## config.mk

```make
export PLATFORM = sky130hd
export DESIGN_NAME = fir_channel_scheduler
export DESIGN_NICKNAME = d
export VERILOG_FILES = /design/src/rtl/fir_channel_scheduler.sv
export SDC_FILE = /design/constraint.sdc
export NUM_CORES = 1
export LEC_CHECK = 0
export CAP_MARGIN = 40
export CORE_AREA = 2 2 45 51
export DETAILED_ROUTE_END_ITERATION = 8
export DIE_AREA = 0 0 47 53
export MAX_ROUTING_LAYER = met4
export PLACE_DENSITY = 0.72
export SKIP_LAST_GASP = 1
export SYNTH_ARGS = -nofsm -noshare
export SYNTH_HDL_FRONTEND = slang
export SYNTH_SLANG_ARGS = --single-unit
```

## constraint.sdc

```tcl
create_clock -name clk -period 1.3 [get_ports clk]
set_input_delay 0.195 -clock clk [delete_from_list [all_inputs] [get_ports clk]]
set_output_delay 0.195 -clock clk [all_outputs]
set_load 0.01 [all_outputs]
```

## src/rtl/fir_channel_scheduler.sv

```systemverilog
// fir_channel_scheduler: shares one FIR MAC datapath between N_CH channels.
// Pending samples are granted round-robin, the selected bank is loaded, TAPS
// accumulate cycles are sequenced, and the result is handed downstream with
// its channel tag under a valid/ready handshake.
//
// state  | meaning
// -------+-----------------------------------------------------------
// RESET  | datapath banks being cleared after reset
// IDLE   | no sample in flight, waiting for any ch_valid
// LOAD   | accept sample into sel_ch delay line, clear accumulator
// CALC   | TAPS accumulate cycles, coef_addr walks 0..TAPS-1
// DONE   | capture accumulator into the output register
// OUT    | result presented, waiting for out_ready
module fir_channel_scheduler #(
  parameter int N_CH  = 4,
  parameter int TAPS  = 16,
  parameter int CH_W  = (N_CH > 1) ? $clog2(N_CH) : 1,
  parameter int TAP_W = (TAPS > 1) ? $clog2(TAPS) : 1
) (
  input  logic             clk,
  input  logic             cu_rst_n,
  input  logic [N_CH-1:0]  ch_valid,
  output logic [N_CH-1:0]  ch_ready,
  input  logic             out_ready,
  output logic             dp_rst,
  output logic [CH_W-1:0]  sel_ch,
  output logic             shift_enb,
  output logic             acc_clr,
  output logic             count_enb,
  output logic [TAP_W-1:0] coef_addr,
  output logic             register_enb,
  output logic             out_valid,
  output logic [CH_W-1:0]  out_ch,
  output logic             busy
);

  typedef enum logic [2:0] {
    ST_RESET = 3'd0,
    ST_IDLE  = 3'd1,
    ST_LOAD  = 3'd2,
    ST_CALC  = 3'd3,
    ST_DONE  = 3'd4,
    ST_OUT   = 3'd5
  } state_t;

  state_t          state;
  state_t          state_nxt;
  logic [CH_W-1:0] rr_ptr;
  logic [CH_W-1:0] grant_ch;
  logic            grant_hit;
  logic            take_grant;
  logic            coef_last;

  // Channel index a + b, wrapped into 0..N_CH-1 (N_CH need not be a power of two).
  function automatic logic [CH_W-1:0] wrap_add(input logic [CH_W-1:0] a, input int unsigned b);
    int unsigned s;
    s = int'(a) + b;
    if (s >= 32'(N_CH)) s = s - 32'(N_CH);
    return CH_W'(s);
  endfunction

  // Round-robin pick: scan from the highest offset down so the lowest offset from rr_ptr wins.
  always_comb begin
    grant_hit = |ch_valid;
    grant_ch  = rr_ptr;
    for (int i = N_CH - 1; i >= 0; i--) begin
      if (ch_valid[wrap_add(rr_ptr, i)]) grant_ch = wrap_add(rr_ptr, i);
    end
  end

  assign take_grant = grant_hit && ((state == ST_IDLE) || ((state == ST_OUT) && out_ready));
  assign coef_last  = (coef_addr == TAP_W'(TAPS - 1));

  // State register.
  always_ff @(posedge clk) begin
    if (!cu_rst_n) state <= ST_RESET;
    else           state <= state_nxt;
  end

  // Next-state decode.
  always_comb begin
    state_nxt = state;
    case (state)
      ST_RESET: state_nxt = ST_IDLE;
      ST_IDLE:  if (grant_hit) state_nxt = ST_LOAD;
      ST_LOAD:  state_nxt = ST_CALC;
      ST_CALC:  if (coef_last) state_nxt = ST_DONE;
      ST_DONE:  state_nxt = ST_OUT;
      ST_OUT:   if (out_ready) state_nxt = grant_hit ? ST_LOAD : ST_IDLE;
      default:  state_nxt = ST_RESET;
    endcase
  end

  // Moore strobes, decoded from the state only.
  always_comb begin
    ch_ready     = '0;
    dp_rst       = 1'b0;
    shift_enb    = 1'b0;
    acc_clr      = 1'b0;
    count_enb    = 1'b0;
    register_enb = 1'b0;
    out_valid    = 1'b0;
    busy         = (state != ST_IDLE);
    case (state)
      ST_RESET: dp_rst = 1'b1;
      ST_LOAD: begin
        ch_ready[sel_ch] = 1'b1;
        shift_enb        = 1'b1;
        acc_clr          = 1'b1;
      end
      ST_CALC:  count_enb    = 1'b1;
      ST_DONE:  register_enb = 1'b1;
      ST_OUT:   out_valid    = 1'b1;
      default:  ;
    endcase
  end

  // Grant pointer, bank select, tap address and result tag registers.
  always_ff @(posedge clk) begin
    if (!cu_rst_n) begin
      rr_ptr    <= '0;
      sel_ch    <= '0;
      out_ch    <= '0;
      coef_addr <= '0;
    end else begin
      if (take_grant) begin
        sel_ch <= grant_ch;
        rr_ptr <= wrap_add(grant_ch, 1);
      end
      case (state)
        ST_LOAD: coef_addr <= '0;
        ST_CALC: coef_addr <= coef_last ? '0 : coef_addr + 1'b1;
        ST_DONE: out_ch    <= sel_ch;
        default: ;
      endcase
    end
  end

endmodule

```

# Word level (Yosys, flattened, before mapping)

Cells that the tools add are included.

Equal/unequal tests: 10
Reduce and logical (&&, ||, !) cells: 8
Muxes and demuxes: 32
Add/subtract/negate cells: 10
Magnitude comparators: 11

Operators by type and width:

| operator                                              | count |
|---|---|
| two-way mux 2 bit                                     | 10 |
| case mux 3 bit (6 select lines)                       | 1 |
| < comparator 2 x 3 -> 1 bit, second input constant    | 5 |
| >= comparator 3 bit, second input constant            | 4 |
| two-way mux 1 bit                                     | 10 |
| subtractor 2 x 1 -> 2 bit, second input constant      | 5 |
| two-way mux 3 bit                                     | 3 |
| binary-select mux 1 bit (select 2 bit)                | 4 |
| two-way mux 4 bit                                     | 2 |
| case mux 4 bit (2 select lines)                       | 1 |
| adder 2 x 1 -> 3 bit, second input constant           | 2 |
| adder 2 x 2 -> 3 bit, second input constant           | 2 |
| equality test 3 x 2 -> 1 bit, second input constant   | 2 |
| equality test 3 bit, second input constant            | 2 |
| inequality test 2 bit, second input constant          | 3 |
| adder 4 x 1 -> 4 bit, second input constant           | 1 |
| equality test 4 bit, second input constant            | 1 |
| OR reduction 4 bit                                    | 1 |
| equality test 3 x 1 -> 1 bit, second input constant   | 1 |
| >= comparator 2 x 3 -> 1 bit, second input constant   | 1 |
| logical AND 1 bit                                     | 3 |
| zero test 3 bit                                       | 1 |
| inequality test 3 x 1 -> 1 bit, second input constant | 1 |
| AND reduction 3 bit                                   | 1 |
| 4 further kinds                                       | 4 |

Output and inout port bits: 19
Input port bits: 7
Word-level logic and storage cells: 76
Flip-flop bits (word level): 13

# Depth between registers and ports, before layout

Depth after elaboration: 12
Mapped depth: 5
Mapped depth without buffers: 4

# Worst setup path before layout

OpenSTA, ideal clock, no wires.

Path type: input to register
From: input ch_valid[1]
To: register state[1]
Stages: 4
Arrival: 1.264 ns
Buffers on the path: 1
Slack: -0.084 ns
Path through: or4_1 -> and4b_1 -> buf_6 -> o31a_1

Word-level cells in the longest chain between the ends: 4
Elaborated cells between the ends (all ways): 6
Classes of those cells: eq/ne: 1; mux: 3; reduce/logical: 2

Ends and longest elaborated chain:

| what                            | RTL line | RTL |
|---|---|---|
| from (decl)                     | 22       | `input logic [N_CH-1:0] ch_valid,` |
| OR reduction 4 bit *            | 64       | `grant_hit = \|ch_valid;` |
| two-way mux 2 bit               | 89       | `ST_OUT: if (out_ready) state_nxt = grant_hit ? ST_LOAD : ST_IDLE;` |
| two-way mux 3 bit               | 89       |  |
| case mux 3 bit (6 select lines) | 83       | `case (state)` |
| to (signal assigned)            | 77       | `else state <= state_nxt;` |
| to (decl)                       | 46       | `state_t state;` |

Every way passes the cells marked *; elsewhere a longest branch is shown, timed or not. The select of a mux whose other input is x is not followed.
A chain may end at the register's enable or synchronous reset.

# Worst setup path in the final report

From: register state[0]
To: output ch_ready[3]

Word-level cells in the longest chain between the ends: 2

Ends and longest elaborated chain:

| what                         | RTL line | RTL |
|---|---|---|
| equality test 3 x 2 -> 1 bit | 104      | `case (state)` |
| two-way mux 4 bit            | 104      |  |
| to (decl)                    | 23       | `output logic [N_CH-1:0] ch_ready,` |

Every way passes these cells.

==> metrics list <==
* Instance count of the mapped netlist: 95
* Detailed Route WL: 2893 um
* Global-route wire length before repair: 3905 um
- VDD sags by at most 0.7287 mV.
- Across the routed clock network, the largest skew measured is 0.003871 ns.
- The repair_antennas step left the layout with diodes totalling 0.
- Along the worst hold path, the cell count comes to 4.
- After floorplanning, the core was divided into 17 placement rows.
* Setup violators final: 17
* Last weighted congestion value of the routability-driven placer: 0.7541
- Total global routing overflow: 0
* Post-synthesis cell area: 748.2 um^2
- Finished Cell Area: 1503 um^2
- Hold endpoint: rr_ptr[1]
- In this run the worst hold path is classified as in -> reg.
- Counting distinct cell types in the post-synthesis netlist gives 34.
- When the netlist entered floorplanning its net count stood at 103.
- Post-detailed-route wirelength per cell: 15.07 um
* Ratio of final minimum period to clock period: 116.2%
- Tightest Pin Transition: 0.4071 ns
- 26 I/O pins were placed.
- In this run the remaining antenna-violating nets after routing total 0.
- Power per standard cell area: 961.2 nW/um^2
- Number of buffers inserted during clock tree synthesis: 3
- Share of the yosys chip area belonging to registers: 34.78%
- For this run, the total global-route usage over all layers was measured as 22.70%.
- Detailed placement finished with a half-perimeter wire length of 1612 um.
- The checks that failed: setup timing.
- For this run, design rule violations remaining after detail routing come to 0.
- The via count of the first global-routing pass was 879.
* Vias: 1,005
- CTS clock-pin slew for the worst setup and hold paths: 0.09 ns
- Setup repair after global routing missed its margin: yes
- The routed design could run at a clock period as short as 1.511 ns.
- In this run the deepest clock path goes through 2 buffers.
- In the final layout, the share of cells above drive strength 1 is 53.05%.
- Die ar.: 2491 um^2
- STA classifies the critical path endpoint as an output port.
* FF-to-FF Start: state[0]
- Synthesis inferred 13 register bits.
- Across all hold checks on the routed design, the worst slack comes to 0.4651 ns.
* R2R setup slack: -0.12 ns
* Number of nets in the final layout: 173
- In the routed layout, each cell is associated on average with a via count of 5.234.
- Layout filler cell count: 130
- The first routing iteration left 16 violations.
- The first TritonRoute pass finished after 4 iterations.
- Clock latency at the later pin of the worst-skew pair: 0.28 ns
- Post-DP Area: 1239 um^2
- Core area: 1957 um^2
- Leading cell type in the layout, fill and taps excluded: sky130_fd_sc_hd__buf_4
- STA classifies the critical path startpoint as a flip-flop.
- Max-slew violations: 0
- In this run the tightest slew margin relative to its limit is 72.78%.
* HP Start: ch_valid[0]
- The number of antenna violations at the first check in global routing came to 0.
- Number of violations of the max-capacitance limit: 0
- TritonCTS clock tree: done
- Count of input and output buffers: 25
- Maximum number of pins on one net before global-route repair: 11
- Adding up every negative setup slack in the final design gives -2.419 ns.
- Along the worst path, the maximum fanout reaches 5.
- In this run the critical register-to-register path is captured at coef_addr[0].
- The worst setup path is of the reg -> out kind.
- Leakage power total: 0.0006927 uW
- The die is 53 um tall.
- Length in cells of the worst reg-to-reg path: 7
- Die X: 47 um
- CTS root buf: sky130_fd_sc_hd__clkbuf_4
- Status: finished with violations
- Data on the critical path arrives at its endpoint at 1.32 ns.
* Maximum clock frequency: 661.7 MHz
- Highest-count cells in the layout ignoring fill and taps: 32 x sky130_fd_sc_hd__buf_4, 18 x sky130_fd_sc_hd__buf_6, 10 x sky130_fd_sc_hd__dlygate4sd2_1
* Effective utilization at floorplan: 38.24%
* Average size of a mapped cell: 7.876 um^2
- From synthesis to final layout, the design area changed by 100.8%.
- Sink count of the clock tree: 13
* Yosys Warn Count: 0
- Count of H-tree levels built during CTS: 1
- At the worst endpoint, the required time is 1.11 ns.
- Across all setup checks in the final design, the least slack found is -0.2112 ns.
- The number of failing hold endpoints at the final stage was 0.
## cell usage after synthesis
cell | instances | area, um^2
sky130_fd_sc_hd__a211o_1 | 1 | 8.760
sky130_fd_sc_hd__a211o_2 | 1 | 10.01
sky130_fd_sc_hd__a21boi_0 | 3 | 22.52
sky130_fd_sc_hd__a21boi_1 | 1 | 7.510
sky130_fd_sc_hd__a21oi_1 | 4 | 20.02
sky130_fd_sc_hd__a31oi_1 | 3 | 18.77
sky130_fd_sc_hd__a41oi_1 | 1 | 8.760
sky130_fd_sc_hd__and3_1 | 1 | 6.260
sky130_fd_sc_hd__and4b_1 | 1 | 10.01
sky130_fd_sc_hd__buf_4 | 1 | 7.510
sky130_fd_sc_hd__buf_6 | 1 | 11.26
sky130_fd_sc_hd__clkbuf_1 | 2 | 7.510
sky130_fd_sc_hd__clkbuf_2 | 1 | 5.000
sky130_fd_sc_hd__dfxtp_1 | 13 | 260.3
sky130_fd_sc_hd__ha_1 | 1 | 12.51
sky130_fd_sc_hd__inv_1 | 3 | 11.26
sky130_fd_sc_hd__mux2i_1 | 1 | 10.01
sky130_fd_sc_hd__nand2_1 | 7 | 26.28
sky130_fd_sc_hd__nand2b_1 | 3 | 18.77
sky130_fd_sc_hd__nand3_1 | 3 | 15.01
sky130_fd_sc_hd__nand3b_1 | 2 | 15.01
sky130_fd_sc_hd__nor2_1 | 11 | 41.29
sky130_fd_sc_hd__nor2b_1 | 7 | 43.79
sky130_fd_sc_hd__nor3_1 | 2 | 10.01
sky130_fd_sc_hd__nor3b_1 | 1 | 7.510
sky130_fd_sc_hd__nor4_1 | 1 | 6.260
sky130_fd_sc_hd__o2111ai_2 | 1 | 15.01
sky130_fd_sc_hd__o211a_1 | 1 | 10.01
sky130_fd_sc_hd__o21a_1 | 1 | 7.510
sky130_fd_sc_hd__o21ai_0 | 11 | 55.05
sky130_fd_sc_hd__o31a_1 | 1 | 8.760
sky130_fd_sc_hd__or3_1 | 1 | 6.260
sky130_fd_sc_hd__or4_1 | 2 | 15.01
sky130_fd_sc_hd__xor2_1 | 1 | 8.760
## how the worst max path moves through the flow
stage / to / slack [ns] / start
floorplan: state[1] / -0.06 / ch_valid[1]
global placement: state[1] / -0.47 / ch_valid[1]
detailed placement: rr_ptr[1] / -0.50 / ch_valid[1]
CTS: ch_ready[0] / -0.20 / state[2]
global route: ch_ready[1] / -0.25 / state[2]
finish: ch_ready[3] / -0.21 / state[0]
## per-layer routing
layer | wire length (um) | vias up | global-route usage, %
li1 | - | 478 | -
met1 | 1202 | 479 | 26.19
met2 | 1509 | 40 | 36.76
met3 | 123 | 8 | 5.119
met4 | 57 | 0 | 10.19
met5 | 0 | - | -
## logic make-up after synthesis
logic type | after synthesis | synth area share [%]
flip-flops | 13 | 34.78
XOR/XNOR | 1 | 1.171
AO/OA/AOI/OAI | 29 | 25.75
multiplexers | 1 | 1.338
AND/OR/NAND/NOR | 42 | 29.60
buffers and inverters | 8 | 5.686
adder cells (fa/ha/maj) | 1 | 1.672
## power by group
| part | total, uW | internal (uW) | switching (uW) |
|---|---|---|---|
| Clock | 264 | 119 | 145 |
| Sequential | 485 | 440 | 44.7 |
| Combinational | 695 | 384 | 311 |
## state kept, by name, indices dropped and copies added, names as in the netlist
| name | cells |
|---|---|
| rr_ptr | 2 |
| out_ch | 2 |
| state | 3 |
| coef_addr | 4 |
| sel_ch | 2 |
## worst max-delay path, stage by stage, from the launching register on
cell,delay (ns)
sky130_fd_sc_hd__dfxtp_4,0.37
sky130_fd_sc_hd__buf_6,0.12
sky130_fd_sc_hd__nor2_4,0.11
sky130_fd_sc_hd__buf_6,0.12
sky130_fd_sc_hd__and3_1,0.16
sky130_fd_sc_hd__buf_2,0.15
## per-stage QoR
stage               setup slack, ns  power, uW  cells  util [%]
finish                      -0.2112       1444    192     76.79
detailed placement          -0.4999      980.3    174     63.30
global placement            -0.4690      971.1    174     63.30
global route                -0.2498       1509    192     76.79
floorplan                  -0.05553      696.0     95         -
CTS                         -0.1966       1310    187     71.16
## timing repair
item                       CTS  global route
hold buffers                 0             0
gates resized for setup     90            27
pin swaps                    8            12
setup buffers               10             5
setup endpoints to repair   29            22
hold endpoints to repair     0             0
## area by class of cell
class	count	area, um^2	area share, %
flip-flops and latches	13	276.5	18.40
clock buffers	4	26.28	1.749
well taps	28	35.03	2.331
inverters	3	11.26	0.7494
repair buffers	70	600.6	39.97
multi-input cells	74	553.0	36.80
No activity file was read; power rests on OpenSTA's default activity.
